## config.mk

```make
export PLATFORM = sky130hd
export DESIGN_NAME = cbus_arbiter
export DESIGN_NICKNAME = d
export VERILOG_FILES = /design/src/rtl/cbus_arbiter.sv
export SDC_FILE = /design/constraint.sdc
export NUM_CORES = 1
export LEC_CHECK = 0
export ABC_AREA = 1
export BUFFER_PORTS_ARGS = -buffer_cell sky130_fd_sc_hd__buf_2
export CELL_PAD_IN_SITES_DETAIL_PLACEMENT = 1
export CELL_PAD_IN_SITES_GLOBAL_PLACEMENT = 1
export CORE_AREA = 2 2 131 133
export CTS_BUF_LIST = sky130_fd_sc_hd__clkbuf_8 sky130_fd_sc_hd__clkbuf_16
export DETAILED_ROUTE_END_ITERATION = 10
export DIE_AREA = 0 0 133 135
export MAX_ROUTING_LAYER = met4
export PLACE_DENSITY = 0.81
export SLEW_MARGIN = 20
export SYNTH_ARGS = -nofsm -noshare
export SYNTH_HDL_FRONTEND = slang
export SYNTH_SLANG_ARGS = --single-unit
```

## constraint.sdc

```tcl
create_clock -name clk -period 3 [get_ports clk]
set_clock_uncertainty 0.15 [all_clocks]
set_input_delay 0.6 -clock clk [delete_from_list [all_inputs] [get_ports clk]]
set_output_delay 0.6 -clock clk [all_outputs]
set_load 0.005 [all_outputs]
```

## src/rtl/cbus_arbiter.sv

```systemverilog
// cbus_arbiter: round-robin arbiter that connects several cache-bus masters
// to one downstream cache-bus port. A grant is held for a whole burst, until
// the downstream beat carrying last is accepted, so refills and write-backs
// never interleave.
//
//   state | meaning
//   IDLE  | busy=0: outputs zero, pick a winner starting at prio
//   BUSY  | busy=1: ireqs[sel] <-> downstream pass-through until ready&&last

package cbus_pkg;

  typedef enum logic [3:0] {
    MLEN1  = 4'd0,
    MLEN2  = 4'd1,
    MLEN4  = 4'd3,
    MLEN8  = 4'd7,
    MLEN16 = 4'd15
  } cbus_len_t;

  typedef struct packed {
    logic        valid;
    logic        is_write;
    logic [2:0]  size;
    logic [31:0] addr;
    logic [3:0]  strobe;
    logic [31:0] data;
    cbus_len_t   len;
    logic [1:0]  burst;
  } cbus_req_t;

  typedef struct packed {
    logic        ready;
    logic        last;
    logic [31:0] data;
  } cbus_resp_t;

endpackage

module cbus_arbiter
  import cbus_pkg::*;
#(
  parameter int NUM_INPUTS = 2
) (
  input  logic                        clk,
  input  logic                        resetn,
  input  cbus_req_t  [NUM_INPUTS-1:0] ireqs,
  output cbus_resp_t [NUM_INPUTS-1:0] iresps,
  output cbus_req_t                   oreq,
  input  cbus_resp_t                  oresp
);

  localparam int          SEL_W = $clog2(NUM_INPUTS);
  localparam int unsigned N_U   = NUM_INPUTS;

  typedef logic [SEL_W-1:0] idx_t;

  logic busy;
  logic busy_next;
  idx_t sel;
  idx_t sel_next;
  idx_t prio;
  idx_t prio_next;
  logic found;
  idx_t winner;

  // (base + ofs) mod NUM_INPUTS; both operands are already below NUM_INPUTS,
  // so a single conditional subtract covers non-power-of-two counts.
  function automatic idx_t wrap_add(input idx_t base, input int unsigned ofs);
    int unsigned sum;
    sum = 32'(base) + ofs;
    if (sum >= N_U) sum = sum - N_U;
    return SEL_W'(sum);
  endfunction

  // Round-robin scan: first valid requester starting at prio.
  always_comb begin
    found  = 1'b0;
    winner = prio;
    for (int unsigned k = 0; k < N_U; k++) begin
      if (!found && ireqs[wrap_add(prio, k)].valid) begin
        found  = 1'b1;
        winner = wrap_add(prio, k);
      end
    end
  end

  // State register; reset abandons any burst in flight.
  always_ff @(posedge clk or negedge resetn) begin
    if (!resetn) begin
      busy <= 1'b0;
      sel  <= '0;
      prio <= '0;
    end else begin
      busy <= busy_next;
      sel  <= sel_next;
      prio <= prio_next;
    end
  end

  // Next state: grant in IDLE, release on the accepted last beat.
  always_comb begin
    busy_next = busy;
    sel_next  = sel;
    prio_next = prio;
    if (!busy) begin
      if (found) begin
        busy_next = 1'b1;
        sel_next  = winner;
      end
    end else if (oresp.ready && oresp.last) begin
      busy_next = 1'b0;
      prio_next = wrap_add(sel, 1);
    end
  end

  // Outputs: zero in IDLE (stray oresp ignored), pure pass-through in BUSY.
  always_comb begin
    oreq   = '0;
    iresps = '0;
    if (busy) begin
      oreq        = ireqs[sel];
      iresps[sel] = oresp;
    end
  end

endmodule

```

* After elaboration in Yosys (flattened, before gate mapping)
Index checks and enable logic that the tools add are counted.
W data, S select, Z words.
** Operators by class
- Add/subtract/negate cells :: 5
- Order comparisons :: 7
- Multiplexer cells :: 20
- Bitwise logic cells :: 2
- Reductions and logical operators :: 6
** Operators with widths (count)
- $mux W79 :: 7
- $and A68 B68 Y68 :: 1
- $mux W68 :: 1
- $demux W34 S1 :: 1
- $mux W34 :: 1
- $mux W1 :: 10
- $lt A1 B2 Y1 const B :: 3
- $add A1 B1 Y2 const B :: 2
- $ge A2 B2 Y1 const B :: 2
- $reduce_and A2 Y1 :: 2
- $logic_and A1 B1 Y1 :: 3
- $sub A1 B1 Y1 const B :: 3
- $ge A1 B2 Y1 const B :: 1
- $ge A1 B1 Y1 const B :: 1
- $logic_not A1 Y1 :: 1
- $not A1 Y1 :: 1
** Storage, ports and cells
- Register bits after elaboration :: 3
- Input port bits :: 194
- Logic and storage cells :: 43

* Logic depth before layout (Yosys ltp)
- Word-level depth :: 10
- Depth in mapped cells :: 6

* Worst setup path after synthesis
Ideal clock, no wire load.
- Kind :: register to output
- Start point :: register sel
- End point :: output port oreq[58] (netlist name)
- Arrival :: 1.046 ns
- Path slack :: 1.204 ns
- Cell stages (with the launch flop) :: 7
- Buffers on the path :: 2
- Cell sequence :: dfrtp_1 -> nand2_2 -> inv_2 -> buf_4 -> buf_4 -> nand2_1 -> nand2_1
** RTL lines
- start: declaration :: line 59 : idx_t sel;
- start signal: assignment :: line 95 : sel <= sel_next;
- end: declaration :: line 48 : output cbus_req_t oreq,

==> results.ini <==
[power]
ir_worst_vdd_mv = 0.2095
power_mw = 1.533
switchingPower_uw = 780.7
p_comb_share_pct = 82.3
pwr-share-seq_pct = 3.9
power.leakage_nw = 2.596
p_sw_share_pct = 50.91
p_per_area_nw_per_um2 = 433.7
p_int_uw = 752.7
p_clk_share_pct = 13.7

[critical_path]
cp_top_family = buffers and inverters
worstPathCellList = inv_2 > nor2_4 > buf_4 > nand2_1 > nand2_1 > buf_2
worst_setup_path_end_kind = output pin
cp.required_ns = 2.25
critical_path_class = flop to output pin
startpoint_type = flop
max_stage_delay_ns = 0.42
cp.arrival_ns = 1.59
cpMostUsedCell = nand2_1
cp_num_buf_inv = 3
worst-path-max-fanout = 44
crit_slowest_cell = dfrtp_1

[yosys]
synth_enable_flop_cells = 0
yosysTopAreaCellShare_pct = 58.78
yosysTopAreaCell = nand2_1
synth_nets = 576
synth_area_um2 = 1539
synth_cells = 382
synth_cell_type_count = 13
async_flop_share_pct = 100.0
synth-seq-area-share_pct = 4.878
ys_seq_elements = 3
syn_avg_cell_area_um2 = 4.029
ys.flop_type = dfrtp_1
yosys_warnings = 0
ys_top_cells_by_area = nand2_1 59%, nor2_1 17%, inv_1 8.8%
synth.most_common_cell = nand2_1
synth_common_cells = 241 x nand2_1, 70 x nor2_1, 36 x inv_1, 10 x buf_2, 9 x clkbuf_1

[clock_network]
htree_levels = 1
ctsResizeCount = 0
root_buffer = clkbuf_16
clk_latency_ns = 0.22
cts_num_sinks = 3
cts_buffer_depth = 2
cts_inserted_buffers = 3
ctsHoldBuffers = 0
cts_setup_buffers = 0
cts_tree = yes
cts.clk_slew.worst_paths_ns = 0.03

[cells_and_area]
final_cells = 930
area.growth.synth_to_final_pct = 129.8
drive_above_1_share_pct = 49.72
nets = 903

[drt]
drc = 0
wl_per_cell_um = 12.45
firstDrtPassIters = 4
vias = 3476
ant_nets = 0
wl_mm = 11.58
drtIter0Drc = 65
via_per_inst = 3.738

[sta]
maxSlewViolCount = 0
slew-limit-headroom_pct = 61.84
finalSetupTns_ns = 0
hold_viol_final = 0
fin_crit_sh_pct = 78.13
worstMarginPinSlew_ns = 0.5716
fin_crit_ns = 2.344
rsz0062_at_grt = false
setup_viol = 0
max_freq_mhz = 426.6
hold_ws_ns = 0.01680

[run_status]
status = finished clean

[global_route]
grt_max_degree = 79
grt_pass1_vias = 3545
grt_antenna_before_repair = 2
grt-ovfl-total = 0
grt_pass1_wl_mm = 16.89
grtUsageTotal_pct = 11.79

[floorplan]
core_um2 = 16410
std_cell_rows = 47
ioPinCount = 341
die-area_um2 = 17960
die_w_um = 133
die_y_um = 135
initial_core_util_pct = 9.380

[placed_design]
gp_congestion = 0.7369
dp_cells = 924
io_buffer_count = 340
dpl.hpwl_mm = 9.950

[hold_path]
worstHoldPathType = input pin to asynchronous set/reset pin

[run]
drv_cap = 0

-- cells in the final DEF, fill, tap and decap left out, drive strengths merged --
master / instances
buf: 344
nand2: 242
nor2: 71
inv: 40
nand3: 3
dfrtp: 3
clkbuf: 3
diode: 2
and2: 1
o21ai: 1
-- worst register-to-register path: stages (launching register included) --
cell and delay, ns:
dfrtp_1 0.42, inv_2 0.08, nor2_4 0.11, buf_4 0.41
nand3_1 0.14, nand2_1 0.09
-- stage by stage --
stage | setup slack [ns] | area, um2 | util, %
after floorplan | 1.204 | 1539 | -
after global placement | 0.8689 | 3452 | 21.04
after detailed placement | 0.8328 | 3452 | 21.04
after CTS | 0.5956 | 3531 | 21.52
after global routing | 0.4954 | 3536 | 21.55
final | 0.6560 | 3536 | 21.55
-- power groups by stage --
stage               Clock, mW  Sequential (mW)  Combinational (mW)
global route            0.216           0.0616                1.42
CTS                     0.212           0.0601                1.30
global placement            0           0.0595                1.27
finish                  0.211           0.0601                1.26
floorplan                   0           0.0584               0.614
detailed placement          0           0.0603                1.29
-- per-layer routing --
metal  wire [um]  vias up  track usage (%)
met4          42        0            1.135
met2        6097      204            23.43
met5           0        -                -
li1            -     1743                -
met1        4329     1525            12.14
met3        1113        4            2.740
-- state kept, by name (all words and copies together), names as in the netlist --
register / count
sel: 1
prio: 1
busy: 1
-- cell families after synthesis --
family                 after synthesis  share of synthesized area (%)
flip-flops                           3                          4.878
AND/OR/NAND/NOR                    317                          78.37
buffers and inverters               61                          16.42
AO/OA/AOI/OAI                        1                         0.3249
-- worst paths after layout --
check | from | end | slack, ns | depth (start not counted)
setup / recovery | busy | oreq[7] | 0.66 | 6
hold reg to reg | prio | prio | 0.36 | 2
setup reg to reg | busy | prio | 1.54 | 5
max in group asynchronous | resetn | sel | 2.57 | 1
hold / removal | resetn | busy | 0.02 | 1
min in group clk | prio | prio | 0.36 | 2
-- layout make-up --
| cell class | instances | area (um2) |
|---|---|---|
| antenna | 2 | 5.005 |
| clock buffer | 3 | 75.07 |
| clock inverter | 1 | 3.754 |
| fill | 2303 | 12870 |
| inverter | 39 | 146.4 |
| multi-input combinational | 318 | 1211 |
| sequential | 3 | 75.07 |
| tap | 220 | 275.3 |
| timing repair buffer | 344 | 1744 |
Note: power is estimated with default switching activity, not from simulation.
